[src/rtl/player_pkg.sv]
// Shared types and key codes for the player motion controller.
package player_pkg;

    typedef logic [11:0] coord_t;

    typedef enum logic [1:0] {
        GROUND = 2'd0,
        RISE   = 2'd1,
        FALL   = 2'd2
    } jump_state_t;

    localparam logic [6:0] KEY_D     = 7'h44;
    localparam logic [6:0] KEY_d     = 7'h64;
    localparam logic [6:0] KEY_A     = 7'h41;
    localparam logic [6:0] KEY_a     = 7'h61;
    localparam logic [6:0] KEY_W     = 7'h57;
    localparam logic [6:0] KEY_w     = 7'h77;
    localparam logic [6:0] KEY_SPACE = 7'h20;

endpackage

[src/rtl/tick_divider.sv]
// Tick-paced modulo-DIV counter; step pulses on the tick that wraps it.
module tick_divider #(
    parameter int DIV = 2
) (
    input  logic clk,
    input  logic rst,
    input  logic tick,
    input  logic clear,
    input  logic run,
    output logic step
);

    localparam logic [7:0] LAST = 8'(DIV - 1);

    logic [7:0] cnt_reg;
    logic [7:0] cnt_next;

    always_comb begin
        step     = run && tick && (cnt_reg == LAST);
        cnt_next = cnt_reg;
        if (clear) begin
            cnt_next = '0;
        end else if (run) begin
            cnt_next = (cnt_reg == LAST) ? 8'd0 : cnt_reg + 8'd1;
        end
    end

    always_ff @(posedge clk or negedge rst) begin
        if (!rst) begin
            cnt_reg <= '0;
        end else if (tick) begin
            cnt_reg <= cnt_next;
        end
    end

endmodule

[src/rtl/player_motion_ctrl.sv]
// Frame-tick-paced player walking with a one-shot jump state machine.
module player_motion_ctrl
    import player_pkg::*;
#(
    parameter int X_INIT      = 40,
    parameter int Y_GROUND    = 100,
    parameter int X_MIN       = 0,
    parameter int X_MAX       = 984,
    parameter int STEP_DIV    = 10,
    parameter int JUMP_HEIGHT = 32,
    parameter int JUMP_DIV    = 2
) (
    input  logic       clk,
    input  logic       rst,
    input  logic       tick,
    input  logic [6:0] keyCode,
    output coord_t     xpos,
    output coord_t     ypos,
    output logic       dir,
    output logic       airborne
);

    localparam coord_t     X_INIT_C   = coord_t'(X_INIT);
    localparam coord_t     Y_GROUND_C = coord_t'(Y_GROUND);
    localparam coord_t     X_MIN_C    = coord_t'(X_MIN);
    localparam coord_t     X_MAX_C    = coord_t'(X_MAX);
    localparam logic [7:0] HEIGHT_C   = 8'(JUMP_HEIGHT);

    jump_state_t state_reg, state_next;
    coord_t      xpos_reg, xpos_next;
    coord_t      ypos_reg, ypos_next;
    logic        dir_reg, dir_next;
    logic        airborne_reg, airborne_next;
    logic        armed_reg, armed_next;
    logic [7:0]  rise_reg, rise_next;

    logic key_right, key_left, key_jump, key_horiz;
    logic h_run, h_step, v_run, v_step;

    always_comb begin
        key_right = (keyCode == KEY_D) || (keyCode == KEY_d);
        key_left  = (keyCode == KEY_A) || (keyCode == KEY_a);
        key_jump  = (keyCode == KEY_W) || (keyCode == KEY_w) || (keyCode == KEY_SPACE);
        key_horiz = key_right || key_left;
        // Counting only while the held key agrees with the facing direction.
        h_run     = key_horiz && (key_left == dir_reg);
        v_run     = (state_reg != GROUND);
    end

    tick_divider #(.DIV(STEP_DIV)) u_h_div (
        .clk   (clk),
        .rst   (rst),
        .tick  (tick),
        .clear (!h_run),
        .run   (h_run),
        .step  (h_step)
    );

    tick_divider #(.DIV(JUMP_DIV)) u_v_div (
        .clk   (clk),
        .rst   (rst),
        .tick  (tick),
        .clear (!v_run),
        .run   (v_run),
        .step  (v_step)
    );

    always_comb begin
        state_next = state_reg;
        xpos_next  = xpos_reg;
        ypos_next  = ypos_reg;
        dir_next   = dir_reg;
        rise_next  = rise_reg;
        armed_next = armed_reg;

        if (key_horiz && (key_left != dir_reg)) begin
            dir_next = key_left;
        end
        if (h_step) begin
            if (key_right && (xpos_reg < X_MAX_C)) begin
                xpos_next = xpos_reg + 12'd1;
            end else if (key_left && (xpos_reg > X_MIN_C)) begin
                xpos_next = xpos_reg - 12'd1;
            end
        end

        if (!key_jump) begin
            armed_next = 1'b1;
        end

        case (state_reg)
            GROUND: begin
                if (key_jump && armed_reg) begin
                    state_next = RISE;
                    rise_next  = '0;
                    armed_next = 1'b0;
                end
            end
            RISE: begin
                if (v_step) begin
                    ypos_next = ypos_reg - 12'd1;
                    rise_next = rise_reg + 8'd1;
                    if (rise_next == HEIGHT_C) begin
                        state_next = FALL;
                    end
                end
            end
            FALL: begin
                if (v_step) begin
                    ypos_next = ypos_reg + 12'd1;
                    if (ypos_next == Y_GROUND_C) begin
                        state_next = GROUND;
                    end
                end
            end
            default: state_next = GROUND;
        endcase

        airborne_next = (state_next != GROUND);
    end

    always_ff @(posedge clk or negedge rst) begin
        if (!rst) begin
            state_reg    <= GROUND;
            xpos_reg     <= X_INIT_C;
            ypos_reg     <= Y_GROUND_C;
            dir_reg      <= 1'b0;
            airborne_reg <= 1'b0;
            armed_reg    <= 1'b1;
            rise_reg     <= '0;
        end else if (tick) begin
            state_reg    <= state_next;
            xpos_reg     <= xpos_next;
            ypos_reg     <= ypos_next;
            dir_reg      <= dir_next;
            airborne_reg <= airborne_next;
            armed_reg    <= armed_next;
            rise_reg     <= rise_next;
        end
    end

    assign xpos     = xpos_reg;
    assign ypos     = ypos_reg;
    assign dir      = dir_reg;
    assign airborne = airborne_reg;

endmodule

[config.mk]
export PLATFORM = sky130hd
export DESIGN_NAME = player_motion_ctrl
export DESIGN_NICKNAME = d
export VERILOG_FILES = /design/src/rtl/player_pkg.sv /design/src/rtl/tick_divider.sv /design/src/rtl/player_motion_ctrl.sv
export SDC_FILE = /design/constraint.sdc
export NUM_CORES = 1
export LEC_CHECK = 0
export BUFFER_PORTS_ARGS = -buffer_cell sky130_fd_sc_hd__buf_2
export CAP_MARGIN = 30
export CORE_ASPECT_RATIO = 0.75
export CORE_MARGIN = 2
export CORE_UTILIZATION = 45
export DETAILED_ROUTE_END_ITERATION = 12
export GPL_TIMING_DRIVEN = 0
export PLACE_DENSITY = 0.75
export SKIP_LAST_GASP = 1
export SYNTH_ARGS = -nofsm -noshare
export SYNTH_HDL_FRONTEND = slang
export SYNTH_SLANG_ARGS = --single-unit
[constraint.sdc]
create_clock -name clk -period 3.4 [get_ports clk]
set_input_delay 0.34 -clock clk [delete_from_list [all_inputs] [get_ports clk]]
set_output_delay 0.34 -clock clk [all_outputs]
set_load 0.005 [all_outputs]
### Yosys cells after proc, flatten, opt, wreduce, memory -nomap -nowiden

Cells that the tools add are included.
Widths: inputs -> output; s select.

* register bits after elaboration: 53
* word-level logic and storage cells: 81
* input bits: 10

* mux-type cells: 21
* reduce and logical (&&, ||, !) cells: 24
* equal/unequal tests: 18
* order comparisons: 2
* add/subtract/negate cells: 7

Operator list (number)
* $mux 12: 4
* $mux 8: 6
* $eq 7x7->1 const B: 6
* $add 12x1->12 const B: 2
* $add 8x1->8 const B: 3
* $pmux 12 s2: 1
* $sub 12x1->12 const B: 2
* $pmux 8 s2: 1
* $eq 12x7->1 const B: 1
* $gt 12x1->1 const B: 1
* $lt 12x10->1 const B: 1
* $mux 2: 5
* $reduce_bool 2->1: 5
* $logic_and 1x1->1: 9
* $eq 8x1->1 const B: 1
* $eq 8x4->1 const B: 1
* $eq 8x6->1 const B: 1
* $reduce_and 4->1: 2
* $eq 7x6->1 const B: 1
* $pmux 2 s3: 1
* $logic_or 1x1->1: 5
* $ne 2x1->1 const B: 2
* $mux 1: 3
* $reduce_and 3->1: 1
* 7 further kinds: 7

### Longest topological paths before layout

* depth after elaboration: 7
* depth in mapped cells: 9

### Hierarchy

From an unflattened synthesis, not the netlist that was laid out.

* cells, all modules: 400
* area total of the unflattened synthesis: 3590.9 µm²

Modules (own cells, without submodules)
* player_motion_ctrl: area each 2661.3 µm², cells each 300, instances 1
* tick_divider at u_h_div: area each 469.2 µm², cells each 50, instances 1
* tick_divider at u_v_div: area each 460.4 µm², cells each 50, instances 1

### Worst setup path after synthesis

Ideal clock, no wire load.

* path kind: reg2reg
* start: register xpos_reg[3] (netlist: xpos[3])
* end: register xpos_reg[11] (netlist: xpos[11])
* period minus slack after synthesis: 2.773 ns
* arrival: 2.648 ns
* setup time: 0.124 ns
* stages on the path, launching flop included: 10
* path buffers: 0
* slack: 0.627 ns
* cells stage by stage: dfstp_2 a21oi_1 o211ai_1 ha_1 a211oi_1 o21ai_0 a41oi_1 a21oi_1 mux2i_1 xnor2_1

* word-level cells in the longest chain between the ends: 4
* elaborated cells on any way between the ends: 10

Ends and longest elaborated chain
* start, declared: line player_motion_ctrl.sv:30 `coord_t xpos_reg, xpos_next;`
* start signal, assigned: line player_motion_ctrl.sv:133 `xpos_reg <= xpos_next;`
* $lt 12x10->1 or $gt 12x1->1 (tied branches): line player_motion_ctrl.sv:80, player_motion_ctrl.sv:82
* $logic_and 1x1->1 (on tied branches): line player_motion_ctrl.sv:80, player_motion_ctrl.sv:82
* $reduce_bool 2->1 (no source line)
* $reduce_and 3->1 (no source line)

Several ways; a longest one is shown, not always the timed one. The select of a mux whose other input is x is not followed.
A chain may end at the register's enable or synchronous reset.

### Final worst setup path

* start: register xpos_reg[11] (netlist: xpos[11])
* end: register xpos_reg[11] (netlist: xpos[11])

Same word-level chain as after synthesis.

==> metrics.cfg <==
[run_status]
status = finished, violations left
violations = hold timing

[sta]
max_clock_freq_ghz = 0.343
holdWs_ps = -13.8
fin_crit_sh_pct = 85.8
relSlewSlack_pct = 65.6
setup_viol = 0
worst_pin_slew_ps = 503
hold_viol_final = 17
tns_ps = 0
rsz0062_at_grt = no
finalMaxSlewViolations = 0
finClkSkew_ps = 10.2
min_period_ps = 2920

[worst_setup_path]
worst-path-max-fanout = 11
cp_cell_sequence = nor4b_1 > o211ai_1 > buf_4 > ha_1 > o21ai_0 > o21ai_0 > a41oi_1 > a21oi_1 > mux2i_1 > xnor2_1
cp_common_cell = o21ai_0
critical_path_buf_inv_count = 1
reg2reg_to = xpos[11]$_DFFE_PN0P_
regToRegSetupSlack_ps = 480
critical_path.slowest_cell = dfrtp_1
critPathRequiredTime_ps = 3640
critical_path_arrival_ps = 3160
crit_family = compound AO/OA/AOI/OAI gates
start_kind = register
cpPeakStageDelay_ps = 430
path_class = reg -> reg
reg2regPathDepth = 10
crit_path_end_kind = register
r2r_start = xpos[11]$_DFFE_PN0P_

[finish]
nNetsFinal = 487
drive_gt1_share_pct = 15.2
syn2layout_area_growth_pct = 12.8
diodes = 0
final.fill_count = 727
finalNonFillerCells = 560

[clock_tree]
post-cts-setup-buffers = 0
htree_levels = 2
cts_inserted_buffers = 5
clock-root-buffer = clkbuf_8
insertion_delay_ps = 310
clockBufferDepth = 2
cts-resized-gates = 0
cts.clk_slew.worst_paths_ps = 100
cts.sinks = 53
cts_hold_buf = 0
cts_tree = yes

[placement]
gp_congestion = 0.852
port-buffer-count = 34
dp_cells = 552
place_hpwl_mm = 6.12

[synth]
synthTopCellsByArea = dfrtp_1 (32%), ha_1 (7.6%), o21ai_0 (5.9%)
syn_avg_cell_area_um2 = 8.86
synth.distinct_cells = 60
seq_area_frac_synth_pct = 36.6
synthFlopType = dfrtp_1
synth.net_count = 444
synth_edf_count = 0
ys_warn_count = 0
syn_inst = 411
synth_top_area_share_pct = 32.3
synth-async-reset-ratio_pct = 100
netlist_area_mm2 = 0.00364
synth_seq_cells = 53
synth_area_leader_cell = dfrtp_1

[pwr]
power.density_mw_per_mm2 = 462
fin_total_pwr_uw = 1900
ir_drop_mv = 0.316
p_leak_uw = 0.00181

[worst_hold_path]
min_path_type = in -> async

[floorplan]
rows = 28
core-area_mm2 = 0.00788
die_w_um = 108
initial_utilization_pct = 46.2
dieHeight_um = 81.9
die-area_mm2 = 0.00884
ios = 36

[run]
cap_violations = 0

[global_routing]
overflow = 0
antenna_found_initial = 0
grt_pass1_wl_mm = 14.2
grt_pass1_vias = 3047
grt_usage_pct = 19.8
grt_max_degree = 34

[drt]
drc = 0
ant_nets = 0
vias = 3279
dr.pass1.iters = 5
wl_per_cell_um = 14.7
routed_wl_mm = 8.24
drtIter0Drc = 216
vias_per_cell = 5.86

==> area by class of cell <==
type / instances / area, um2 / share of cell area [%]
clock inverters: 3 / 68.8 / 1.67
clock buffers: 5 / 68.8 / 1.67
flip-flops and latches: 53 / 1330 / 32.5
repair buffers: 36 / 198 / 4.81
inverters: 12 / 45.0 / 1.10
multi-input cells: 331 / 2190 / 53.3
well taps: 105 / 131 / 3.20
plain buffers: 15 / 71.3 / 1.74
==> logic make-up after synthesis <==
| kind of cell | Yosys count | synth area share, % |
|---|---|---|
| adders and majority gates | 23 | 8.11 |
| xor gates and xnor gates | 27 | 6.49 |
| buffers and inverters | 27 | 3.19 |
| AOI/OAI and AO/OA | 114 | 20.4 |
| DFF | 53 | 36.6 |
| muxes | 6 | 1.79 |
| and+or+nand+nor | 161 | 23.4 |
==> synthesized netlist by cell type, types with 9 or more instances <==
master,count
inv_1,12
nor2_1,27
nor3_1,10
a21oi_1,18
xnor2_1,10
o21ai_0,43
nand2_1,43
ha_1,22
xor2_1,17
clkbuf_1,9
nand3_1,22
dfrtp_1,47
==> metal layers <==
metal	up-vias	part of all wire (%)	global-route usage, %
met4	0	0.67	5.00
met3	6	4.4	2.86
met1	1589	48	28.3
li1	1591	-	-
met2	93	47	31.8
met5	-	0	0
==> placed cells by master (no fill, tap or decap), types with 5 or more instances in the layout <==
master	n
xor2_1	17
a21oi_1	18
nand3_1	22
nand2_1	43
nor4_1	7
nand4_1	6
a21o_1	5
o2bb2ai_1	5
nand2b_1	6
dfstp_2	6
o31ai_1	7
inv_1	12
ha_1	22
o21ai_0	43
and3_1	7
buf_2	37
nor2_1	27
xnor2_1	10
clkbuf_8	5
mux2i_1	5
dfrtp_1	47
clkbuf_1	9
nor3_1	10
==> worst max-delay path by stage <==
stage | startpoint | to | slack, ps | cells after the start
finish | xpos[11]$_DFFE_PN0P_ | xpos[11]$_DFFE_PN0P_ | 480 | 10
global route | xpos[11]$_DFFE_PN0P_ | xpos[11]$_DFFE_PN0P_ | 290 | 10
CTS | xpos[11]$_DFFE_PN0P_ | xpos[11]$_DFFE_PN0P_ | 510 | 10
detailed placement | keyCode[1] | xpos[11]$_DFFE_PN0P_ | 310 | 11
global placement | keyCode[1] | xpos[11]$_DFFE_PN0P_ | -10 | 10
floorplan | xpos[3]$_DFFE_PN1P_ | xpos[11]$_DFFE_PN0P_ | 630 | 9
==> where the power goes <==
group	internal (uW)	switching, uW
registers	715	87.0
logic	237	340
clock network	297	221
==> through the flow <==
step | area, um2 | util, % | setup slack, ps | hold slack [ps]
after global routing | 4110 | 52.1 | 286 | 24.1
final | 4110 | 52.1 | 482 | -13.8
after global placement | 3940 | 50.0 | -10.1 | 474
after detailed placement | 3970 | 50.4 | 310 | 342
after floorplan | 3640 | - | 627 | 44.4
after CTS | 4110 | 52.1 | 511 | 5.79
No activity file was read; power rests on OpenSTA's default activity.
